`config.mk`:
```
export PLATFORM = sky130hd
export DESIGN_NAME = bus_arbiter
export DESIGN_NICKNAME = d
export VERILOG_FILES = /design/src/rtl/bus_arbiter.sv
export SDC_FILE = /design/constraint.sdc
export NUM_CORES = 1
export LEC_CHECK = 0
export BUFFER_PORTS_ARGS = -buffer_cell sky130_fd_sc_hd__clkbuf_2
export CAP_MARGIN = 10
export CORE_AREA = 2 2 117 119
export CTS_CLUSTER_DIAMETER = 80
export CTS_CLUSTER_SIZE = 14
export DETAILED_ROUTE_END_ITERATION = 7
export DIE_AREA = 0 0 119 121
export PLACE_DENSITY = 0.56
export SYNTH_ARGS = -nofsm -noshare
export SYNTH_HDL_FRONTEND = slang
export SYNTH_SLANG_ARGS = --single-unit
```
`constraint.sdc`:
```
create_clock -name i_clk -period 5.25 [get_ports i_clk]
set_input_delay 0.2625 -clock i_clk [delete_from_list [all_inputs] [get_ports i_clk]]
set_output_delay 0.2625 -clock i_clk [all_outputs]
set_load 0.02 [all_outputs]
```
`src/rtl/bus_arbiter.sv`:
```
// -----------------------------------------------------------------------------
// bus_arbiter
//   Two-master / one-slave arbiter for the CPU memory bus. M0 is normally the
//   core, M1 a secondary requester (loader, DMA). Grants are round-robin and are
//   held for exactly one transaction (one write or one read handshake). A
//   stalled slave is cut loose after TIMEOUT_CYCLES granted cycles: the master
//   is completed locally (write accepted, or read returning zero) and o_timeout
//   pulses.
//
// Parameters
//   DATA_WIDTH      data bus width
//   TIMEOUT_CYCLES  granted cycles without a handshake before forced completion
//                   (0 disables the timeout)
//
// Ports
//   i_clk, i_rst                   clock, asynchronous active-high reset
//   i_mN_addr / i_mN_data          master N address / write data
//   i_mN_wr_valid / o_mN_wr_ready  master N write request / accept
//   i_mN_rd_ready / o_mN_rd_valid  master N read request / read data valid
//   o_mN_data                      master N read data
//   o_s_*/i_s_*                    slave port (same signal set, reversed)
//   o_grant                        one-hot current grant, 00 when idle
//   o_timeout                      one-cycle pulse on forced completion
// -----------------------------------------------------------------------------
module bus_arbiter #(
    parameter int DATA_WIDTH     = 32,
    parameter int TIMEOUT_CYCLES = 256
) (
    input  logic                  i_clk,
    input  logic                  i_rst,
    // master 0
    input  logic [31:0]           i_m0_addr,
    input  logic [DATA_WIDTH-1:0] i_m0_data,
    input  logic                  i_m0_wr_valid,
    output logic                  o_m0_wr_ready,
    output logic [DATA_WIDTH-1:0] o_m0_data,
    output logic                  o_m0_rd_valid,
    input  logic                  i_m0_rd_ready,
    // master 1
    input  logic [31:0]           i_m1_addr,
    input  logic [DATA_WIDTH-1:0] i_m1_data,
    input  logic                  i_m1_wr_valid,
    output logic                  o_m1_wr_ready,
    output logic [DATA_WIDTH-1:0] o_m1_data,
    output logic                  o_m1_rd_valid,
    input  logic                  i_m1_rd_ready,
    // slave
    output logic [31:0]           o_s_addr,
    output logic [DATA_WIDTH-1:0] o_s_data,
    output logic                  o_s_wr_valid,
    input  logic                  i_s_wr_ready,
    input  logic [DATA_WIDTH-1:0] i_s_data,
    input  logic                  i_s_rd_valid,
    output logic                  o_s_rd_ready,
    // status
    output logic [1:0]            o_grant,
    output logic                  o_timeout
);

    // A zero-width counter is illegal, so the disabled case keeps one bit.
    localparam int CNT_W = (TIMEOUT_CYCLES > 0) ? $clog2(TIMEOUT_CYCLES + 1) : 1;
    localparam logic [CNT_W-1:0] CNT_LAST = (TIMEOUT_CYCLES > 0) ? CNT_W'(TIMEOUT_CYCLES - 1) : '0;
    localparam logic [CNT_W-1:0] CNT_MAX  = '1;

    typedef enum logic [1:0] {
        IDLE = 2'd0,
        GNT0 = 2'd1,
        GNT1 = 2'd2
    } state_t;

    state_t           state_reg;
    logic             last_grant_reg;   // index of the master served last
    logic [CNT_W-1:0] cnt_reg;

    // Master inputs gathered into arrays so the per-master logic is uniform.
    logic [1:0]                 m_wr_valid;
    logic [1:0]                 m_rd_ready;
    logic [1:0]                 m_req;
    logic [1:0]                 m_is_rd;
    logic [1:0][31:0]           m_addr;
    logic [1:0][DATA_WIDTH-1:0] m_data;

    assign m_wr_valid = {i_m1_wr_valid, i_m0_wr_valid};
    assign m_rd_ready = {i_m1_rd_ready, i_m0_rd_ready};
    assign m_addr     = {i_m1_addr, i_m0_addr};
    assign m_data     = {i_m1_data, i_m0_data};

    genvar gi;
    generate
        for (gi = 0; gi < 2; gi++) begin : g_req
            assign m_req[gi]   = m_wr_valid[gi] | m_rd_ready[gi];
            // A simultaneous write wins; the read request is ignored.
            assign m_is_rd[gi] = m_rd_ready[gi] & ~m_wr_valid[gi];
        end
    endgenerate

    // Granted-side decode, driven only by the registered state.
    logic [1:0] grant_vec;
    logic       granted;
    logic       sel;
    logic       sel_wr;
    logic       sel_rd;
    logic       sel_req;
    logic       handshake;
    logic       timeout_hit;
    logic       pass;

    assign grant_vec = {state_reg == GNT1, state_reg == GNT0};
    assign granted   = |grant_vec;
    assign sel       = grant_vec[1];
    assign sel_wr    = granted & m_wr_valid[sel];
    assign sel_rd    = granted & m_is_rd[sel];
    assign sel_req   = sel_wr | sel_rd;
    assign handshake = (sel_wr & i_s_wr_ready) | (sel_rd & i_s_rd_valid);

    generate
        if (TIMEOUT_CYCLES > 0) begin : g_timeout
            assign timeout_hit = sel_req & ~handshake & (cnt_reg == CNT_LAST);
        end else begin : g_no_timeout
            assign timeout_hit = 1'b0;
        end
    endgenerate

    // During the forced-completion cycle the slave is disconnected entirely.
    assign pass = granted & ~timeout_hit;

    assign o_s_addr     = pass ? m_addr[sel] : '0;
    assign o_s_data     = pass ? m_data[sel] : '0;
    assign o_s_wr_valid = pass & sel_wr;
    assign o_s_rd_ready = pass & sel_rd;

    logic [1:0]                 mo_wr_ready;
    logic [1:0]                 mo_rd_valid;
    logic [1:0][DATA_WIDTH-1:0] mo_data;

    generate
        for (gi = 0; gi < 2; gi++) begin : g_mout
            // On timeout the master is completed locally: write accepted, or
            // read valid with zero data.
            assign mo_wr_ready[gi] = grant_vec[gi] & (timeout_hit ? m_wr_valid[gi] : i_s_wr_ready);
            assign mo_rd_valid[gi] = grant_vec[gi] & (timeout_hit ? m_is_rd[gi] : i_s_rd_valid);
            assign mo_data[gi]     = (grant_vec[gi] & ~timeout_hit) ? i_s_data : '0;
        end
    endgenerate

    assign o_m0_wr_ready = mo_wr_ready[0];
    assign o_m0_rd_valid = mo_rd_valid[0];
    assign o_m0_data     = mo_data[0];
    assign o_m1_wr_ready = mo_wr_ready[1];
    assign o_m1_rd_valid = mo_rd_valid[1];
    assign o_m1_data     = mo_data[1];

    assign o_grant   = grant_vec;
    assign o_timeout = timeout_hit;

    always_ff @(posedge i_clk or posedge i_rst) begin
        if (i_rst) begin
            state_reg      <= IDLE;
            last_grant_reg <= 1'b1;     // M0 wins the first tie
            cnt_reg        <= '0;
        end else begin
            case (state_reg)
                IDLE: begin
                    cnt_reg <= '0;
                    if (m_req[0] && (!m_req[1] || last_grant_reg)) begin
                        state_reg <= GNT0;
                    end else if (m_req[1]) begin
                        state_reg <= GNT1;
                    end
                end
                GNT0, GNT1: begin
                    if (handshake || timeout_hit) begin
                        state_reg      <= IDLE;
                        last_grant_reg <= sel;
                        cnt_reg        <= '0;
                    end else if (!sel_req) begin
                        // Master withdrew: abort without touching fairness.
                        state_reg <= IDLE;
                        cnt_reg   <= '0;
                    end else if (cnt_reg != CNT_MAX) begin
                        cnt_reg <= cnt_reg + 1'b1;
                    end
                end
                default: begin
                    state_reg <= IDLE;
                    cnt_reg   <= '0;
                end
            endcase
        end
    end

endmodule

```
==> results.sh, run 1 <==
export IMPL_grt_pass1_wl_microns=16200
export IMPL_critPathMaxStageDelay_ns=0.93
export IMPL_drc=0
export IMPL_startpoint_type="register"
export IMPL_maximum_clock_skew_at_final_layout_ns=0.000897
export IMPL_drv_max_cap_violation_count=0
export IMPL_area_of_combinational_cells_with_multiple_inputs_sq_mm=0.00193
export IMPL_cts_resized_gates=0
export IMPL_fp_dieW_microns=119
export IMPL_clkSinkCount=12
export IMPL_cp_top_family="compound AO/OA/AOI/OAI gates"
export IMPL_overflow=0
export IMPL_netlist_area_sq_mm=0.00241
export IMPL_drt_first_iter_violations=120
export IMPL_powerDensity_mw_per_mm2=529
export IMPL_clk_latency_ns=0.24
export IMPL_diodes=0
export IMPL_avgRoutedWirePerCell_microns=14.3
export IMPL_numPortBuffers=304
export IMPL_layout_cells_most_common_list="sky130_fd_sc_hd__clkbuf_2 (304), sky130_fd_sc_hd__nor2_1 (73), sky130_fd_sc_hd__mux2i_1 (67), sky130_fd_sc_hd__and2_1 (65), sky130_fd_sc_hd__nand2_1 (12)"
export IMPL_cts_path_max_buffers=2
export IMPL_post_drt_via_cell_ratio=4.13
export IMPL_initial_utilization_pct=18.4
export IMPL_drive_above_1_share_pct=51.9
export IMPL_critPathCaptureType="output port"
export IMPL_power_frac_comb_pct=87.9
export IMPL_synth_flop_cell="sky130_fd_sc_hd__dfrtp_1"
export IMPL_gp_congestion=0.793
export IMPL_syn2layout_area_growth_pct=70.2
export IMPL_ctsHoldBuffers=0
export IMPL_power_net_switching_mw=1.30
export IMPL_die_area_sq_mm=0.0144
export IMPL_worst_r2r_setup_slack_ns=2.54
export IMPL_worstPathCellList="inv_1 > ha_4 > mux2_4 > nand3_1 > a31oi_2 > and2_1 > clkbuf_2"
export IMPL_dieHeight_microns=121
export IMPL_hold_path_class="input port to asynchronous set/reset pin"
export IMPL_numCtsBuffers=3
export IMPL_cts_tree="yes"
export IMPL_fill_cells=1445
export IMPL_final_min_clock_period_ns=3.54
export IMPL_postRouteWirelength_microns=11300
export IMPL_clkTransAtPathRegs_ns=0.04
export IMPL_fmax_ghz=0.283
export IMPL_regArea_sq_um=302
export IMPL_timing_hold_violations_final=0
export IMPL_rsz0062_at_grt="false"
export IMPL_antenna_left=0
export IMPL_power_leakage_nw=2.35
export IMPL_timing_critical_path_buf_inv=2
export IMPL_synthTopCellsByArea="sky130_fd_sc_hd__mux2i_1 (28%), sky130_fd_sc_hd__and2_1 (17%), sky130_fd_sc_hd__dfrtp_1 (11%), sky130_fd_sc_hd__nor2_1 (11%), sky130_fd_sc_hd__ha_1 (3.1%)"
export IMPL_period_share_pct=67.4
export IMPL_ys_seq_elements=12
export IMPL_timing_worst_slew_pin_value_ns=1.14
export IMPL_dp_hpwl_microns=9620
export IMPL_power_ir_vdd_worst_v=0.000264
export IMPL_outcome="complete, no violations"
export IMPL_pin_count_of_the_biggest_net_entering_global_routing=65
export IMPL_clockPowerShare_pct=6.6
export IMPL_num_nets_final=790
export IMPL_detailroute_via_count=3266
export IMPL_core_sq_mm=0.0131
export IMPL_io_pin_count=305
export IMPL_timing_final_max_slew_violations=0
export IMPL_power_share_switching_pct=60.0
export IMPL_synthArstFlopShare_pct=100
export IMPL_setup_slack_ns=1.71
export IMPL_yosys_warnings=0
export IMPL_power_sequential_fraction_pct=5.5
export IMPL_layout_cells_most_common="sky130_fd_sc_hd__clkbuf_2"
export IMPL_synth_sequential_area_ratio_pct=12.5
export IMPL_synthDominantAreaCellType="sky130_fd_sc_hd__mux2i_1"
export IMPL_layout_utilization_pct=31.3
export IMPL_syn_num_nets=505
export IMPL_netlist_cell_type_count=44
export IMPL_setup_viol=0
export IMPL_worst_path_max_fanout=40
export IMPL_via_count_of_the_first_global_routing_pass=2928
export IMPL_drt_pass1_iter_count=4
export IMPL_post_cts_repair_setup_buffers=0
export IMPL_fin_tns_setup_ns=0
export IMPL_place_worst_setup_slack_ns=1.94
export IMPL_slew_headroom_pct=23.7
export IMPL_critPathRequiredTime_ns=4.99
export IMPL_crit_type="register to output port"
export IMPL_htreeDepth=1
export IMPL_p_int_uw=866
export IMPL_cts_root_buffer="sky130_fd_sc_hd__clkbuf_16"
export IMPL_largest_register_ffs=9
export IMPL_track_usage_pct=14.0
export IMPL_cpMaxStageDelayCell="sky130_fd_sc_hd__a31oi_2"
export IMPL_syn_instance_count=331
export IMPL_antenna_found_initial=0
export IMPL_cp_arrival_ns=3.28
export IMPL_synth_enable_flop_cells=0
export IMPL_synth_largest_type_area_fraction_pct=27.9
export IMPL_row_count=42
export IMPL_syn_avg_cell_area_sq_um=7.27
## worst paths after layout
kind,from,endpoint,cells past startpoint
max in group asynchronous,i_rst,last_grant_reg,2
min in group i_clk,i_m1_rd_ready,state_reg[0],4
max,state_reg[0],o_m0_data[28],7
min reg2reg,cnt_reg[8],cnt_reg[8],2
max reg2reg,state_reg[0],state_reg[1],6
min,i_rst,cnt_reg[5],2
## cells in the mapped netlist (4+ instances only)
| cell | number |
|---|---|
| sky130_fd_sc_hd__buf_6 | 6 |
| sky130_fd_sc_hd__dfrtp_1 | 11 |
| sky130_fd_sc_hd__clkbuf_1 | 5 |
| sky130_fd_sc_hd__nor3_1 | 5 |
| sky130_fd_sc_hd__nand3_1 | 6 |
| sky130_fd_sc_hd__and2_1 | 65 |
| sky130_fd_sc_hd__clkbuf_2 | 6 |
| sky130_fd_sc_hd__nor2_1 | 73 |
| sky130_fd_sc_hd__a21oi_1 | 11 |
| sky130_fd_sc_hd__buf_1 | 4 |
| sky130_fd_sc_hd__nand2_1 | 12 |
| sky130_fd_sc_hd__inv_1 | 8 |
| sky130_fd_sc_hd__ha_1 | 6 |
| sky130_fd_sc_hd__mux2i_1 | 67 |
| sky130_fd_sc_hd__buf_2 | 4 |
## stage by stage
stage	hold WS, ns	instance area [sq um]	cells	power [mW]
6_report	0.0159	4100	791	2.17
5_1_grt	0.0678	4100	791	2.32
4_1_cts	0.0351	4100	791	2.20
3_5_place_dp	0.295	4020	787	2.05
3_3_place_gp	0.286	4020	787	2.04
2_1_floorplan	0.126	2410	331	1.50
## per-layer routing
layer	track usage, %	vias to the layer above	part of all wire [%]
met2	23.5	141	48
met5	0	-	0
met4	1.86	0	0.85
li1	-	1691	-
met1	19.3	1428	45
met3	2.40	6	6.5
## kinds of logic (layout without fill, tap and decap cells)
group,count (synthesis),in the layout,share of synthesized area (%)
AO/OA/AOI/OAI,33,33,10.5
adder cells (fa/ha/maj),6,6,3.12
buffers and inverters,34,318,7.85
flip-flops,12,12,12.5
multiplexers,69,69,29.0
AND/OR/NAND/NOR,177,177,37.1
## power by group through the flow
stage                     combinational [mW]  sequential, mW  clock (mW)
after CTS                               1.93           0.120       0.147
after floorplan                         1.39           0.117           0
after global routing                    2.05           0.121       0.151
final                                   1.90           0.120       0.142
after detailed placement                1.93           0.122           0
after global placement                  1.92           0.120           0
## layout make-up
class                           instances  area share (%)
Tap cell                              176            5.38
Sequential cell                        12            7.36
Multi-Input combinational cell        285            47.1
Timing Repair Buffer                  306            37.5
Inverter                                8           0.733
Clock buffer                            4            1.92
Power figures use the tool's default switching activity.
==> run 2: changes to the inputs <==
Settings changed: ABC_AREA set to 1, CORE_AREA 2 2 117 119 to 2 2 118 120, DIE_AREA 0 0 119 121 to 0 0 120 122, PLACE_DENSITY 0.56 to 0.57.
Clock period 5.25 ns to 3.1 ns, I/O delays scaled along.
==> run 2 against run 1 <==
  * Core utilization shrank 0.31 points
  * Sequential power grew 67%
  * First-iteration DRC count grew 44%
  * Critical endpoint is now o_s_addr[25]
  * Sequential share of layout area shrank 0.16 points
  * Die area grew 1.7%
  * Global-route usage shrank 0.12 points
  * Final area grew 2.2%
  * Wire length grew 1.9%
==> results.sh, run 2 <==
export IMPL_avgRoutedWirePerCell_microns=12.6
export IMPL_worst_r2r_setup_slack_ns=0.83
export IMPL_core_sq_mm=0.0135
export IMPL_yosys_warnings=0
export IMPL_slew_headroom_pct=57.9
export IMPL_layout_utilization_pct=31.0
export IMPL_synthTopCellsByArea="sky130_fd_sc_hd__nand2_1 (25%), sky130_fd_sc_hd__a21oi_2 (22%), sky130_fd_sc_hd__nor2_1 (13%), sky130_fd_sc_hd__dfrtp_1 (11%), sky130_fd_sc_hd__inv_1 (7.6%)"
export IMPL_period_share_pct=87.3
export IMPL_crit_type="register to output port"
export IMPL_synth_flop_cell="sky130_fd_sc_hd__dfrtp_1"
export IMPL_finalPower_mw=3.70
export IMPL_fin_tns_setup_ns=0
export IMPL_via_count_of_the_first_global_routing_pass=3392
export IMPL_powerDensity_mw_per_mm2=884
export IMPL_hold_path_startpoint="i_m1_rd_ready"
export IMPL_p_int_mw=1.35
export IMPL_grt_pass1_wl_microns=16600
export IMPL_worstReg2RegStart="cnt_reg[0]"
export IMPL_dieHeight_microns=122
export IMPL_syn_avg_cell_area_sq_um=5.44
export IMPL_synth_sequential_area_ratio_pct=12.4
export IMPL_pin_count_of_the_biggest_net_entering_global_routing=65
export IMPL_post_cts_repair_setup_buffers=0
export IMPL_diodes=0
export IMPL_cts_path_max_buffers=2
export IMPL_setup_viol=0
export IMPL_initial_utilization_pct=18.0
export IMPL_drt_first_iter_violations=173
export IMPL_dp_hpwl_microns=9770
export IMPL_numPortBuffers=304
export IMPL_clkSinkCount=12
export IMPL_syn2layout_area_growth_pct=72.0
export IMPL_hold_path_class="input port to register"
export IMPL_power_leakage_nw=2.50
export IMPL_dp_cells=908
export IMPL_io_pin_count=305
export IMPL_hold_path_cell_count=5
export IMPL_gp_congestion=0.818
export IMPL_detailroute_via_count=3809
export IMPL_antenna_left=0
export IMPL_yosys_cell_count_top_type="sky130_fd_sc_hd__nand2_1"
export IMPL_timing_final_max_slew_violations=0
export IMPL_startpoint_type="register"
export IMPL_layout_cells_most_common="sky130_fd_sc_hd__clkbuf_2"
export IMPL_track_usage_pct=13.9
export IMPL_drv_max_cap_violation_count=0
export IMPL_power_share_switching_pct=63.4
export IMPL_clk_latency_ns=0.24
export IMPL_endpoint_worst_hold="state_reg[1]"
export IMPL_num_nets_final=908
export IMPL_clkTransAtPathRegs_ns=0.04
export IMPL_cts_root_buffer="sky130_fd_sc_hd__clkbuf_16"
export IMPL_critPathCaptureType="output port"
export IMPL_syn_num_nets=621
export IMPL_netlist_area_sq_mm=0.00243
export IMPL_ys_seq_elements=12
export IMPL_row_count=43
export IMPL_synth_enable_flop_cells=0
export IMPL_syn_instance_count=447
export IMPL_final_min_clock_period_ns=2.71
export IMPL_cts_resized_gates=0
export IMPL_outcome="complete, no violations"
export IMPL_worst_r2r_path_depth=12
export IMPL_critical_path_reg2reg_endpoint="cnt_reg[7]"
export IMPL_power_net_switching_mw=2.34
export IMPL_power_sequential_fraction_pct=5.4
export IMPL_timing_hold_violations_final=0
export IMPL_drc=0
export IMPL_numCtsBuffers=3
export IMPL_power_frac_comb_pct=87.5
export IMPL_ctsHoldBuffers=1
export IMPL_post_layout_nonfiller_instances=913
export IMPL_rsz0062_at_grt="false"
export IMPL_worst_path_max_fanout=18
export IMPL_fp_dieW_microns=120
export IMPL_fmax_ghz=0.370
export IMPL_cp_arrival_ns=2.55
export IMPL_netlist_cell_type_count=22
export IMPL_die_area_sq_mm=0.0146
export IMPL_hold_ws_ns=0.337
export IMPL_synth_top_cells_by_count="sky130_fd_sc_hd__nand2_1 (159), sky130_fd_sc_hd__nor2_1 (82), sky130_fd_sc_hd__a21oi_2 (60)"
export IMPL_timing_worst_slew_pin_value_ns=0.632
export IMPL_critPathRequiredTime_ns=2.94
export IMPL_power_ir_vdd_worst_v=0.000414
export IMPL_cts_tree="yes"
export IMPL_post_drt_via_cell_ratio=4.17
export IMPL_layout_cells_most_common_list="sky130_fd_sc_hd__clkbuf_2 (304), sky130_fd_sc_hd__nand2_1 (159), sky130_fd_sc_hd__nor2_1 (82), sky130_fd_sc_hd__a21oi_2 (60), sky130_fd_sc_hd__inv_1 (49)"
export IMPL_postRouteWirelength_microns=11500
export IMPL_drt_pass1_iter_count=4
export IMPL_clockPowerShare_pct=7.1
export IMPL_overflow=0
export IMPL_maximum_clock_skew_at_final_layout_ns=0.00265
export IMPL_synth_largest_type_area_fraction_pct=24.5
export IMPL_largest_register_ffs=9
export IMPL_antenna_found_initial=0
export IMPL_synthArstFlopShare_pct=100
export IMPL_htreeDepth=1
export IMPL_synthDominantAreaCellType="sky130_fd_sc_hd__nand2_1"
export IMPL_drive_above_1_share_pct=52.8
run 2: cell count changes in the layout (fill, tap and decap cells not counted), sizes merged, moves of 6 or more:
cell	delta
o21ai	+6
a21oi	+60
nor2	+10
inv	+44
buf	+6
nand2	+152
and2	-65
mux2i	-67
run 2: critical path: stages, from the launching register on:
cell and delay, ns:
sky130_fd_sc_hd__dfrtp_1 0.39, sky130_fd_sc_hd__inv_1 0.09, sky130_fd_sc_hd__ha_2 0.40, sky130_fd_sc_hd__inv_2 0.08, sky130_fd_sc_hd__nand2_1 0.09, sky130_fd_sc_hd__nand4_1 0.13, sky130_fd_sc_hd__nand2_1 0.14, sky130_fd_sc_hd__inv_2 0.06
sky130_fd_sc_hd__nand2_4 0.09, sky130_fd_sc_hd__nand2_4 0.19, sky130_fd_sc_hd__buf_4 0.28, sky130_fd_sc_hd__a21oi_2 0.16, sky130_fd_sc_hd__clkbuf_2 0.19
run 2: how the worst max path moves through the flow:
stage | start | endpoint | slack [ns] | cells after the start
after floorplan | cnt_reg[0] | o_m0_rd_valid | 0.92 | 10
after global routing | cnt_reg[0] | o_s_addr[25] | 0.17 | 13
after global placement | cnt_reg[0] | o_s_addr[1] | 0.69 | 13
after detailed placement | state_reg[0] | o_s_addr[25] | 0.64 | 12
final | state_reg[0] | o_s_addr[25] | 0.39 | 12
after CTS | state_reg[0] | o_s_addr[25] | 0.38 | 12
run 2: cell families (layout without fill, tap and decap cells):
logic type	Yosys count	count (layout)	synth area share, %
DFF	12	12	12.4
AOI/OAI and AO/OA	81	81	26.0
and+or+nand+nor	265	265	43.1
buffers and inverters	83	369	15.5
adders and majority gates	6	6	3.09
run 2: power by group through the flow:
stage,clock network [mW],logic [mW],registers [mW]
after floorplan,0,2.30,0.199
after global placement,0,3.27,0.200
after detailed placement,0,3.27,0.202
after CTS,0.268,3.28,0.200
after global routing,0.277,3.52,0.203
final,0.262,3.23,0.200
run 2: final cells by class:
type	instances	area, sq um
fill	1582	9320
multi-input combinational	352	1760
timing repair buffer	313	1620
sequential	12	302
tap	180	225
inverter	52	195
clock buffer	4	88.8
run 2: through the flow:
stage,worst slack (ns),cell area (sq um)
global route,0.167,4180
floorplan,0.921,2430
global placement,0.695,4090
detailed placement,0.636,4090
CTS,0.380,4180
finish,0.394,4180
run 2: layer usage:
| layer | track usage [%] | part of all wire (%) | routed length, microns | vias up |
|---|---|---|---|---|
| li1 | - | - | - | 1941 |
| met1 | 18.5 | 43 | 5010 | 1660 |
| met2 | 24.5 | 48 | 5480 | 202 |
| met3 | 2.01 | 8.3 | 959 | 6 |
| met4 | 1.69 | 0.61 | 70 | 0 |
| met5 | 0 | 0 | 0 | - |
==> run 3: changes to the inputs <==
Settings changed: BUFFER_PORTS_ARGS -buffer_cell sky130_fd_sc_hd__clkbuf_2 to -buffer_cell sky130_fd_sc_hd__buf_2.
==> run 3 against run 2 <==
  * Setup slack got worse by 0.057 ns
  * Wire length rose by 1.0%
  * Critical path depth rose by 1
  * Register-to-register slack improved by 0.04 ns
  * Cell count rose by 0.22%
  * Clock skew rose by 0.0026 ns
  * Core utilization rose by 0.18 points
  * Hold slack improved by 0.0062 ns
  * Final area rose by 0.57%
  * Fmax fell by 2.1%
  * Non-clock buffer count rose by 2
  * Sequential share of layout area barely moved
  * Critical endpoint is now o_m1_data[28]
  * Largest cell class unchanged
==> results.sh, run 3 (synthesis results as in run 2) <==
export IMPL_hold_path_startpoint="i_m1_rd_ready"
export IMPL_cts_tree="yes"
export IMPL_dieHeight_microns=122
export IMPL_dp_hpwl_microns=9700
export IMPL_layout_cells_most_common="sky130_fd_sc_hd__buf_2"
export IMPL_hold_path_cell_count=5
export IMPL_p_int_mw=1.39
export IMPL_num_nets_final=910
export IMPL_worst_r2r_path_depth=12
export IMPL_via_count_of_the_first_global_routing_pass=3316
export IMPL_layout_cells_most_common_list="sky130_fd_sc_hd__buf_2 (304), sky130_fd_sc_hd__nand2_1 (159), sky130_fd_sc_hd__nor2_1 (82), sky130_fd_sc_hd__a21oi_2 (60), sky130_fd_sc_hd__inv_1 (49)"
export IMPL_final_min_clock_period_ns=2.76
export IMPL_row_count=43
export IMPL_worst_path_max_fanout=19
export IMPL_clkSinkCount=12
export IMPL_fmax_ghz=0.362
export IMPL_outcome="complete, no violations"
export IMPL_initial_utilization_pct=18.0
export IMPL_postRouteWirelength_microns=11600
export IMPL_hold_path_class="input port to register"
export IMPL_gp_congestion=0.832
export IMPL_setup_viol=0
export IMPL_overflow=0
export IMPL_worst_r2r_setup_slack_ns=0.87
export IMPL_critical_path_reg2reg_endpoint="cnt_reg[7]"
export IMPL_clockPowerShare_pct=7.2
export IMPL_critPathMaxStageDelay_ns=0.38
export IMPL_drive_above_1_share_pct=52.9
export IMPL_worstReg2RegStart="cnt_reg[0]"
export IMPL_power_leakage_nw=2.56
export IMPL_numPortBuffers=304
export IMPL_io_pin_count=305
export IMPL_fin_tns_setup_ns=0
export IMPL_timing_worst_slew_pin_value_ns=0.633
export IMPL_maximum_clock_skew_at_final_layout_ns=0.00520
export IMPL_rsz0062_at_grt="false"
export IMPL_largest_register_ffs=9
export IMPL_timing_final_max_slew_violations=0
export IMPL_period_share_pct=89.1
export IMPL_critPathCaptureType="output port"
export IMPL_core_sq_mm=0.0135
export IMPL_grt_pass1_wl_microns=16700
export IMPL_htreeDepth=1
export IMPL_crit_type="register to output port"
export IMPL_post_drt_via_cell_ratio=4.10
export IMPL_powerDensity_mw_per_mm2=888
export IMPL_global_route_peak_usage_layer="met2"
export IMPL_endpoint_worst_hold="state_reg[1]"
export IMPL_syn2layout_area_growth_pct=73.0
export IMPL_cp_arrival_ns=2.61
export IMPL_drc=0
export IMPL_drt_pass1_iter_count=4
export IMPL_critPathRequiredTime_ns=2.94
export IMPL_pin_count_of_the_biggest_net_entering_global_routing=65
export IMPL_path_common_cell="sky130_fd_sc_hd__nor2_1"
export IMPL_cts_path_max_buffers=2
export IMPL_avgRoutedWirePerCell_microns=12.7
export IMPL_power_net_switching_mw=2.34
export IMPL_groute_layer_met1_usage_pct=18.3
export IMPL_drt_first_iter_violations=251
export IMPL_antenna_left=0
export IMPL_timing_hold_violations_final=0
export IMPL_grtUsageMet3_pct=2.25
export IMPL_detailroute_via_count=3753
export IMPL_slew_headroom_pct=57.8
export IMPL_diodes=0
export IMPL_drv_max_cap_violation_count=0
export IMPL_die_area_sq_mm=0.0146
export IMPL_use_met2_pct=25.0
export IMPL_track_usage_pct=14.1
export IMPL_power_ir_vdd_worst_v=0.000649
export IMPL_power_sequential_fraction_pct=5.4
export IMPL_power_frac_comb_pct=87.4
export IMPL_startpoint_type="register"
export IMPL_antenna_found_initial=0
export IMPL_cts_root_buffer="sky130_fd_sc_hd__clkbuf_16"
export IMPL_clkTransAtPathRegs_ns=0.05
export IMPL_numCtsBuffers=3
export IMPL_cpMaxStageDelayCell="sky130_fd_sc_hd__dfrtp_1"
export IMPL_finalPower_mw=3.74
export IMPL_worstPathCellList="ha_1 > nand3_1 > nor2_1 > nand3_1 > nor2_1 > ha_1 > nand2_2 > inv_2 > nand2_4 > nand2_2 > buf_4 > nor2_1 > buf_2"
export IMPL_critical_path_startpoint="cnt_reg[0]"
export IMPL_fp_dieW_microns=120
export IMPL_power_share_switching_pct=62.7
export IMPL_layout_utilization_pct=31.2
export IMPL_clk_latency_ns=0.25
run 3: changes by cell type in the layout (fill, tap and decap cells not counted), sizes merged:
cell    before  now
clkbuf     308    4
buf          8  314
run 3: layout make-up:
| class | instances | area (sq um) |
|---|---|---|
| tap | 180 | 225 |
| multi-input combinational | 352 | 1770 |
| inverter | 52 | 195 |
| clock buffer | 4 | 88.8 |
| timing repair buffer | 315 | 1630 |
| sequential | 12 | 302 |
| fill | 1521 | 9300 |
run 3: per-layer routing:
layer | wire (microns) | part of all wire [%] | up-vias
met2 | 5580 | 48 | 201
li1 | - | - | 1943
met5 | 0 | 0 | -
met4 | 68 | 0.58 | 0
met1 | 5010 | 43 | 1604
met3 | 969 | 8.3 | 5
run 3: worst max path at each step:
stage | cells past startpoint | endpoint
5_1_grt | 13 | o_m1_data[28]
4_1_cts | 13 | o_s_data[15]
6_report | 13 | o_m1_data[28]
3_3_place_gp | 13 | o_s_data[0]
2_1_floorplan | 10 | o_m0_rd_valid
3_5_place_dp | 13 | o_s_data[15]
run 3: timing repair:
| item | in CTS | in global routing |
|---|---|---|
| buffers inserted | 0 | 0 |
| gates resized for setup | 0 | 1 |
| endpoints found under the hold margin | 11 | 0 |
| setup endpoints to repair | 0 | 10 |
| hold buffers | 1 | 0 |
run 3: power groups by stage:
stage / Combinational, mW / Clock [mW] / Sequential [mW]
6_report: 3.26 / 0.271 / 0.200
5_1_grt: 3.56 / 0.285 / 0.204
4_1_cts: 3.30 / 0.273 / 0.200
3_5_place_dp: 3.28 / 0 / 0.202
3_3_place_gp: 3.30 / 0 / 0.200
2_1_floorplan: 2.30 / 0 / 0.199
run 3: metrics by stage:
step           worst slack, ns  area [sq um]  hold slack, ns  cells
3_3_place_gp             0.587          4100           0.197    910
4_1_cts                  0.251          4200           0.361    915
6_report                 0.336          4210           0.343    915
2_1_floorplan            0.921          2430          0.0190    447
5_1_grt                 0.0460          4210           0.411    915
3_5_place_dp             0.520          4100           0.208    910
run 3: worst max-delay path, delay by kind of cell (launching register included):
kind / cells / cell delay, ns
AND/OR/NAND/NOR: 8 / 1.02
adder cells (fa/ha/maj): 2 / 0.40
flip-flops: 1 / 0.38
buffers and inverters: 3 / 0.53
